`src/rtl/pcs_pkg.sv`:
```
// Shared types and constants for the PCS transmit path.
// Used by the transmit sequencer and its alignment-marker scheduler.
package pcs_pkg;

    typedef enum logic [1:0] {
        IDLE     = 2'd0,
        FIRST_AM = 2'd1,
        RUN      = 2'd2
    } pcs_tx_ctrl_state_e;

    localparam int unsigned GEARBOX_PERIOD  = 33;
    localparam int unsigned AM_INTERVAL_40G = 16383;

endpackage

```
`src/rtl/pcs_tx_ctrl_if.sv`:
```
// Handshake bundle between the MAC-side controller and the transmit sequencer.
// The slave side is the sequencer; the master side enables the link and observes the strobes.
interface pcs_tx_ctrl_if #(
    parameter int SEQ_W = 6
);
    logic             en_i;
    logic [SEQ_W-1:0] seq_o;
    logic             gearbox_full_o;
    logic             marker_v_o;
    logic             ready_o;

    modport master (
        output en_i,
        input  seq_o,
        input  gearbox_full_o,
        input  marker_v_o,
        input  ready_o
    );

    modport slave (
        input  en_i,
        output seq_o,
        output gearbox_full_o,
        output marker_v_o,
        output ready_o
    );
endinterface

```
`src/rtl/pcs_am_sched.sv`:
```
// Alignment-marker scheduler: counts accepted data blocks and claims a block
// slot for an AM once AM_INTERVAL blocks have gone out, deferring past gearbox pauses.
module pcs_am_sched #(
    parameter int AM_INTERVAL = 16383,
    parameter int AM_CNT_W    = $clog2(AM_INTERVAL + 1)
) (
    input  logic clk,
    input  logic reset,
    input  logic clr,
    input  logic run,
    input  logic full,
    input  logic first,
    output logic marker_v,
    output logic slot_free
);

    logic [AM_CNT_W-1:0] am_cnt_r;
    logic                am_due_s;

    assign am_due_s  = (am_cnt_r == AM_CNT_W'(AM_INTERVAL));
    assign marker_v  = first || (run && !full && am_due_s);
    assign slot_free = run && !full && !am_due_s;

    // AM counter: cleared by a marker or by leaving the active states, held over pauses.
    always_ff @(posedge clk) begin
        if (reset) begin
            am_cnt_r <= {AM_CNT_W{1'b0}};
        end else if (clr || first || !run) begin
            am_cnt_r <= {AM_CNT_W{1'b0}};
        end else if (full) begin
            am_cnt_r <= am_cnt_r;
        end else if (am_due_s) begin
            am_cnt_r <= {AM_CNT_W{1'b0}};
        end else begin
            am_cnt_r <= am_cnt_r + {{(AM_CNT_W-1){1'b0}}, 1'b1};
        end
    end

endmodule

```
`src/rtl/pcs_tx_ctrl.sv`:
```
// PCS transmit sequencer: runs the gearbox sequence counter and decides per cycle
// whether a MAC block is accepted, a gearbox pause is taken, or an AM slot is used.
module pcs_tx_ctrl
    import pcs_pkg::*;
#(
    parameter int IS_10G      = 0,
    parameter int DATA_W      = 64,
    parameter int HEAD_W      = 2,
    parameter int SEQ_W       = $clog2(DATA_W / HEAD_W + 1),
    parameter int AM_INTERVAL = AM_INTERVAL_40G,
    parameter int AM_CNT_W    = $clog2(AM_INTERVAL + 1)
) (
    input  logic          clk,
    input  logic          reset,
    pcs_tx_ctrl_if.slave  bus
);

    localparam logic [SEQ_W-1:0] SEQ_LAST = SEQ_W'(DATA_W / HEAD_W);

    pcs_tx_ctrl_state_e state_r;
    logic [SEQ_W-1:0]   seq_r;
    logic [SEQ_W-1:0]   seq_nxt_s;
    logic               run_s;
    logic               first_s;
    logic               full_s;
    logic               marker_v_s;
    logic               slot_free_s;

    assign run_s   = (state_r == RUN);
    assign first_s = (state_r == FIRST_AM);
    assign full_s  = (state_r != IDLE) && (seq_r == SEQ_LAST);

    // Gearbox sequence wraps after the pause slot.
    always_comb begin
        seq_nxt_s = {SEQ_W{1'b0}};
        if (seq_r == SEQ_LAST) begin
            seq_nxt_s = {SEQ_W{1'b0}};
        end else begin
            seq_nxt_s = seq_r + {{(SEQ_W-1){1'b0}}, 1'b1};
        end
    end

    // Link FSM and sequence counter; dropping en_i returns to IDLE with seq cleared.
    always_ff @(posedge clk) begin
        if (reset) begin
            state_r <= IDLE;
            seq_r   <= {SEQ_W{1'b0}};
        end else begin
            case (state_r)
                IDLE: begin
                    seq_r <= {SEQ_W{1'b0}};
                    if (bus.en_i) begin
                        state_r <= (IS_10G != 0) ? RUN : FIRST_AM;
                    end else begin
                        state_r <= IDLE;
                    end
                end
                FIRST_AM, RUN: begin
                    if (!bus.en_i) begin
                        state_r <= IDLE;
                        seq_r   <= {SEQ_W{1'b0}};
                    end else begin
                        state_r <= RUN;
                        seq_r   <= seq_nxt_s;
                    end
                end
                default: begin
                    state_r <= IDLE;
                    seq_r   <= {SEQ_W{1'b0}};
                end
            endcase
        end
    end

    generate
        if (IS_10G == 0) begin : g_am
            pcs_am_sched #(
                .AM_INTERVAL (AM_INTERVAL),
                .AM_CNT_W    (AM_CNT_W)
            ) u_am_sched (
                .clk       (clk),
                .reset     (reset),
                .clr       (!bus.en_i),
                .run       (run_s),
                .full      (full_s),
                .first     (first_s),
                .marker_v  (marker_v_s),
                .slot_free (slot_free_s)
            );
        end else begin : g_no_am
            assign marker_v_s  = 1'b0;
            assign slot_free_s = run_s && !full_s;
        end
    endgenerate

    assign bus.seq_o          = seq_r;
    assign bus.gearbox_full_o = full_s;
    assign bus.marker_v_o     = marker_v_s;
    assign bus.ready_o        = slot_free_s;

endmodule

```
`src/flat_wrapper.sv`:
```
// flat-port wrapper written by rule: the top's interface ports become plain ports
module pcs_tx_ctrl_flat import pcs_pkg::*;
#(
    parameter int IS_10G      = 0,
    parameter int DATA_W      = 64,
    parameter int HEAD_W      = 2,
    parameter int SEQ_W       = $clog2(DATA_W / HEAD_W + 1),
    parameter int AM_INTERVAL = AM_INTERVAL_40G,
    parameter int AM_CNT_W    = $clog2(AM_INTERVAL + 1)
)
  (clk, reset, bus_en_i, bus_seq_o, bus_gearbox_full_o, bus_marker_v_o, bus_ready_o);
  pcs_tx_ctrl_if #(.SEQ_W(SEQ_W)) bus_i ();
  input  logic clk;
  input  logic reset;
  input wire logic [$bits(bus_i.en_i)-1:0] bus_en_i;
  output wire logic [$bits(bus_i.seq_o)-1:0] bus_seq_o;
  output wire logic [$bits(bus_i.gearbox_full_o)-1:0] bus_gearbox_full_o;
  output wire logic [$bits(bus_i.marker_v_o)-1:0] bus_marker_v_o;
  output wire logic [$bits(bus_i.ready_o)-1:0] bus_ready_o;
  assign bus_i.en_i = bus_en_i;
  assign bus_seq_o = bus_i.seq_o;
  assign bus_gearbox_full_o = bus_i.gearbox_full_o;
  assign bus_marker_v_o = bus_i.marker_v_o;
  assign bus_ready_o = bus_i.ready_o;
  pcs_tx_ctrl #(.IS_10G(IS_10G), .DATA_W(DATA_W), .HEAD_W(HEAD_W), .SEQ_W(SEQ_W), .AM_INTERVAL(AM_INTERVAL), .AM_CNT_W(AM_CNT_W)) u_core (.clk(clk), .reset(reset), .bus(bus_i));
endmodule
```
`config.mk`:
```
export PLATFORM = sky130hd
export DESIGN_NAME = pcs_tx_ctrl_flat
export DESIGN_NICKNAME = d
export VERILOG_FILES = /design/src/rtl/pcs_pkg.sv /design/src/rtl/pcs_tx_ctrl_if.sv /design/src/rtl/pcs_am_sched.sv /design/src/rtl/pcs_tx_ctrl.sv /design/src/flat_wrapper.sv
export SDC_FILE = /design/constraint.sdc
export NUM_CORES = 1
export LEC_CHECK = 0
export ABC_AREA = 1
export CORE_ASPECT_RATIO = 0.9
export CORE_MARGIN = 1.5
export CORE_UTILIZATION = 50
export DETAILED_ROUTE_END_ITERATION = 8
export GPL_TIMING_DRIVEN = 0
export PLACE_DENSITY = 0.79
export SYNTH_ARGS = -nofsm -noshare
export SYNTH_HDL_FRONTEND = slang
export SYNTH_SLANG_ARGS = --single-unit
```
`constraint.sdc`:
```
create_clock -name clk -period 1.44 [get_ports clk]
set_input_delay 0.288 -clock clk [delete_from_list [all_inputs] [get_ports clk]]
set_output_delay 0.288 -clock clk [all_outputs]
set_load 0.005 [all_outputs]
```
==> impl_metrics.yaml <==
synth:
  synth_common_cells: "nand2_1 (36), inv_1 (23), dfxtp_1 (22)"
  syn_inst: 167
  synth_edf_count: 0
  synthTopCellsByArea: "dfxtp_1 (35%), nand2_1 (11%), ha_1 (7.0%)"
  synth.distinct_cells: 23
  ys_seq_elements: 22
  syn_nets: 177
  ys.flop_type: "dfxtp_1"
  yosys_warnings: 0
  yosysMostFrequentCell: "nand2_1"
  syn_area_um2: 1251
  synth_top_cell_area_share_pct: 35.20
  syn_avg_cell_area_um2: 7.492
  async_reset_ff_share_pct: 0
  yosysSeqAreaShare_pct: 35.20
  yosysTopAreaCell: "dfxtp_1"
power_and_ir_drop:
  clockPowerShare_pct: 34.4
  p_sw_mw: 0.2331
  p_int_mw: 0.7941
  switching_share_pct: 22.69
  peakVddDrop_v: 0.0007823
  combPwrFrac_pct: 6.0
  cellPowerDensity_nw_per_um2: 609.9
  leakage_nw: 0.6709
  sequentialPowerShare_pct: 59.6
route:
  drc: 0
  drt-pass1-iter-count: 4
  ant_nets: 0
  routed_wl_um: 3279
  via_per_inst: 5.390
  dr.first_iter.drc_count: 40
  vias: 1229
  wl_per_cell_um: 14.38
die:
  die_h_um: 50.46
  std_cell_rows: 16
  chipWidth_um: 55.73
  fp.dieArea_um2: 2812
  ios: 12
  coreArea_um2: 2262
  start_util_pct: 55.31
critical_path:
  crit_top_cell: "nor2_4"
  slowest_stage: "dfxtp_2"
  crit_path_end_kind: "output pin"
  required_ns: 1.15
  crit_family: "simple AND/OR/NAND/NOR gates"
  worst-path-buf-inv: 2
  path_class: "register to output pin"
  crit_path_max_incr_delay_ns: 0.38
  critPathArrivalTime_ns: 1.46
  cp_max_fo: 3
  crit_chain: "ha_4 > inv_2 > nor2_4 > nand2_2 > nor2_4 > nand3_2 > nand2_1 > buf_2"
  start_kind: "register"
timing:
  layout_setup_ws_ns: -0.3040
  finalHoldViolations: 0
  fin_crit_sh_pct: 121.1
  max_freq_ghz: 0.5734
  maxSlewHeadroom_pct: 78.46
  rsz0062_at_grt: "true"
  finalClockSkew_ns: 0.009440
  min_period_ns: 1.744
  report.final.slew_viol_count: 0
  worst_slew_pin_slew_ns: 0.3227
  hold_slack_ns: 0.5361
  setup_violations: 4
final_layout:
  diodes: 0
  drive_gt1_share_pct: 45.27
  nets: 212
  syn_to_final_growth_pct: 34.60
  design_area_um2: 1684
  fin_util_pct: 74.45
global_route:
  grt_pass1_wl_um: 5244
  antenna_found_initial: 0
  grt_pass1_vias: 1177
  grt_max_degree: 13
  overflow: 0
  track_usage_pct: 23.74
run_status:
  violations: "negative setup slack"
  status: "finished, violations left"
clock_tree:
  cts_tree: "built"
  clk_latency_ns: 0.31
  path_clk_slew_ns: 0.13
  cts_buffers: 3
  clock_sinks: 22
  postCtsHoldBufs: 0
  htreeDepth: 1
  root_buffer: "clkbuf_4"
  clockBufferDepth: 2
placement:
  post-dp-hpwl_um: 1847
  port_buffers: 11
  dp_slack_ns: -0.6211
  place_congestion: 0.8396
  dpl_cell_area_um2: 1395
flow_run:
  drv_cap: 0
min_path:
  hp-class: "register to register"
[per-layer routing]
metal	track usage (%)	wire [um]
met1	27.24	1375
met2	44.84	1718
met3	4.897	120
met4	6.098	64
met5	0	0
[worst min-delay path, delay by kind of cell (launching register included)]
| kind | cells | cell delay, ns |
|---|---|---|
| simple gates | 1 | 0.06 |
| flops | 1 | 0.39 |
| compound gates | 1 | 0.06 |
[cells by family (layout without fill, tap and decap cells)]
logic type | after synthesis | after routing | share of synthesized area (%)
and+or+nand+nor | 98 | 98 | 40.90
buffers and inverters | 25 | 59 | 8.199
DFF | 22 | 22 | 35.20
AOI/OAI and AO/OA | 9 | 9 | 4.500
adders and majority gates | 7 | 7 | 7.000
xor gates and xnor gates | 6 | 6 | 4.200
[flip-flops by register name (all words and copies together), names as in the netlist]
register                         cells
u_core.bus.seq_o                     6
u_core.g_am.u_am_sched.am_cnt_r     14
u_core.state_r                       2
[power by group through the flow]
stage | registers, mW | clock network, mW | logic, mW
final | 0.612 | 0.353 | 0.0621
after global routing | 0.613 | 0.380 | 0.0684
after CTS | 0.612 | 0.350 | 0.0577
after detailed placement | 0.631 | 0 | 0.0422
after global placement | 0.630 | 0 | 0.0404
after floorplan | 0.630 | 0 | 0.0223
[cell usage in the layout, fill, tap and decap left out, types with 3 or more instances in the layout]
cell            n
dlygate4sd2_1   5
buf_2           3
nand2_2         5
a21oi_1         3
nand2_1        33
nand3b_1        3
ha_1            4
ha_4            3
clkbuf_4        3
buf_4          19
nor2_2         10
nor2_1         16
inv_1          15
dfxtp_2        16
nand4_1         8
nand3_1         7
dfxtp_1         4
inv_2           8
nor2_4          5
xor2_1          5
[per-stage QoR]
step / power, mW / cells / TNS, ns
floorplan: 0.6519 / 167 / 0
global placement: 0.6701 / 205 / -2.882
detailed placement: 0.6728 / 205 / -3.068
CTS: 1.020 / 224 / -0.7454
global route: 1.061 / 228 / -1.224
finish: 1.027 / 228 / -0.8729
[layout make-up]
cell class / count / area (um2)
Tap cell: 27 / 33.78
Fill cell: 162 / 578.1
Sequential cell: 22 / 467.9
Inverter: 23 / 86.33
Timing Repair Buffer: 31 / 237.7
Clock buffer: 4 / 36.28
Multi-Input combinational cell: 120 / 810.8
Buffer: 1 / 11.26
[worst paths after layout]
kind         slack [ns]  depth (start not counted)                                from                            endpoint
max               -0.30                          8  u_core.g_am.u_am_sched.am_cnt_r[0]                      bus_marker_v_o
min                0.54                          2                 u_core.bus.seq_o[3]                 u_core.bus.seq_o[3]
max reg2reg       -0.03                         10                 u_core.bus.seq_o[0]  u_core.g_am.u_am_sched.am_cnt_r[2]
min reg2reg        0.54                          2                 u_core.bus.seq_o[3]                 u_core.bus.seq_o[3]
[timing repair]
action,CTS,global route
endpoints found under the setup margin,21,16
setup buffers,15,6
gates resized for setup,57,16
pin swaps,7,9
No activity file was read; power rests on OpenSTA's default activity.
==> RTL edit: new RTL, same flow settings <==
`DATA_W` is set to 64 in 2 places; all go to 128.
--- a/src/rtl/pcs_tx_ctrl.sv
+++ b/src/rtl/pcs_tx_ctrl.sv
@@ -4,7 +4,7 @@
     import pcs_pkg::*;
 #(
     parameter int IS_10G      = 0,
-    parameter int DATA_W      = 64,
+    parameter int DATA_W      = 128,
     parameter int HEAD_W      = 2,
     parameter int SEQ_W       = $clog2(DATA_W / HEAD_W + 1),
     parameter int AM_INTERVAL = AM_INTERVAL_40G,
--- a/src/flat_wrapper.sv
+++ b/src/flat_wrapper.sv
@@ -2,7 +2,7 @@
 module pcs_tx_ctrl_flat import pcs_pkg::*;
 #(
     parameter int IS_10G      = 0,
-    parameter int DATA_W      = 64,
+    parameter int DATA_W      = 128,
     parameter int HEAD_W      = 2,
     parameter int SEQ_W       = $clog2(DATA_W / HEAD_W + 1),
     parameter int AM_INTERVAL = AM_INTERVAL_40G,
Ports: changed (resized bus_seq_o); port bits go from 12 to 13. No check against the original RTL was run, so the function may have changed too.
==> RTL edit against the unedited design <==
  * The run still ends with setup timing left
  * Power about the same
  * Sequential cell count increased by 1
  * Clock power decreased by 11%
  * Design area increased by 14%
  * Sequential power increased by 4.6%
  * Wire length increased by 21%
  * Hold slack got worse by 0.0099 ns
  * Global-route usage increased by 0.29 points
  * Register-to-register slack got worse by 0.06 ns
  * Worst setup slack got worse by 0.035 ns
  * Combinational power increased by 17%
  * Non-clock buffer count increased by 15
  * Synthesized area increased by 0.30%
  * Critical path type unchanged
  * Critical endpoint unchanged
  * Largest power group unchanged
==> RTL edit: results (changes against the unedited design) <==
Layout
  – Fraction of area in clock buffers and inverters: 1.37% (was 2.15%)
  – Sequential share of cell area: 25.3% (was 27.8%)
  – Fraction of area in non-clock buffers: 21.5% (was 14.8%)
  – Number of combinational gates with multiple inputs: 119 (was 120)
  – Fraction of area in multi-input gates: 44.0% (was 48.1%)
  – Signal buffers: 47 (was 32)
  – Post-layout nets: 234 (was 212)
  – Non-clock inverter total of the final layout: 30 (was 23)
  – Share of layout cells above drive strength 1: 50.2% (was 45.3%)
  – Final-layout fill cell count: 137 (was 162)

Place
  – Count of buffers inserted at the top-level ports: 12 (was 11)
  – Number of placed instances, taps included: 214 (was 205)
  – Detailed-placement wirelength estimate: 1.77 mm (was 1.85 mm)

Drt
  – Mean routed wirelength per cell: 15.8 um (was 14.4 um)
  – Detailed router's first-iteration violation count: 68 (was 40)
  – Wirelength, routed: 3.96 mm (was 3.28 mm)
  – Vias per cell: 5.55 (was 5.39)

Outcome
  – Failing checks: setup timing (unchanged)
  – Outcome: finished, violations left (unchanged)

Global routing
  – M3 GR Usage: 4.12% (was 4.90%)
  – Met2 Use GR: 41.5% (was 44.8%)
  – First-pass GRT wire length: 5.21 mm (was 5.24 mm)
  – Gr usage total: 24.0% (was 23.7%)

Timing
  – Final WS setup: -0.339 ns (was -0.304 ns)
  – Endpoints failing setup: 15 (was 4)
  – Actual transition at the worst max-transition pin: 0.296 ns (was 0.323 ns)
  – Tightest hold margin: 0.526 ns (was 0.536 ns)

Logic synthesis
  – Fraction of the yosys area taken by sequential cells: 36.7% (was 35.2%)
  – Cells taking the most area after synthesis: sky130_fd_sc_hd__dfxtp_1, sky130_fd_sc_hd__nand2_1, sky130_fd_sc_hd__inv_1 (was sky130_fd_sc_hd__dfxtp_1, sky130_fd_sc_hd__nand2_1, sky130_fd_sc_hd__ha_1)
  – Syn_nets: 184 (was 177)
  – Mapped Avg Cell Area: 7.21 sq um (was 7.49 sq um)

Worst setup path
  – Largest driver fanout on the critical path: 2 (was 3)
  – Number of cells on the worst reg-to-reg path: 11 (was 10)

Pwr
  – Leakage power total: 0.813 nW (was 0.671 nW)
  – VDD IR-drop max: 0.655 mV (was 0.782 mV)

Clocking
  – Clk sinks: 23 (was 22)

Min path
  – Min-Delay Endpoint: u_core.g_am.u_am_sched.am_cnt_r[12] (was u_core.bus.seq_o[3])
RTL edit: changes by cell type after synthesis, sizes merged:
cell    change
nor3        +1
inv         +7
o21ai       -2
and3        +2
xnor2       -1
or2         -1
nand4       -1
a21oi       +2
dfxtp       +1
nor2        -6
nand2       -2
nand3       +6
nand3b      -1
nor3b       +2
RTL edit: layer usage:
| metal | wire length (um) | up-vias |
|---|---|---|
| met1 | 1620 | 664 |
| met5 | 0 | - |
| met4 | 123 | 0 |
| li1 | - | 648 |
| met3 | 255 | 15 |
| met2 | 1970 | 67 |
RTL edit: cell families after synthesis:
kind of cell	after synthesis	synth area share [%]
adders and majority gates	7	6.98
AOI/OAI and AO/OA	9	3.59
DFF	23	36.7
xor gates and xnor gates	5	3.49
buffers and inverters	32	10.8
and+or+nand+nor	98	38.5
RTL edit: worst reg2reg max path, cell delays in order, from the launching register on:
cell and delay [ns]:
sky130_fd_sc_hd__dfxtp_2 0.35, sky130_fd_sc_hd__inv_2 0.06, sky130_fd_sc_hd__ha_4 0.13, sky130_fd_sc_hd__nand2_2 0.05, sky130_fd_sc_hd__inv_2 0.08, sky130_fd_sc_hd__nand4_4 0.10, sky130_fd_sc_hd__buf_6 0.15, sky130_fd_sc_hd__buf_6 0.13
sky130_fd_sc_hd__buf_8 0.13, sky130_fd_sc_hd__nand2_2 0.06, sky130_fd_sc_hd__xor2_1 0.16, sky130_fd_sc_hd__nor2_1 0.05
RTL edit: where the power goes:
group	leakage (nW)	total, mW	internal (mW)	switching [mW]
registers	0.194	0.640	0.637	0.00301
logic	0.605	0.0729	0.0376	0.0354
clock network	0.0150	0.315	0.108	0.207
RTL edit: repair_timing:
action	in CTS	in global routing
cloned	1	0
pin swaps	6	15
setup endpoints to repair	21	19
gates resized for setup	58	38
buffers inserted	23	10
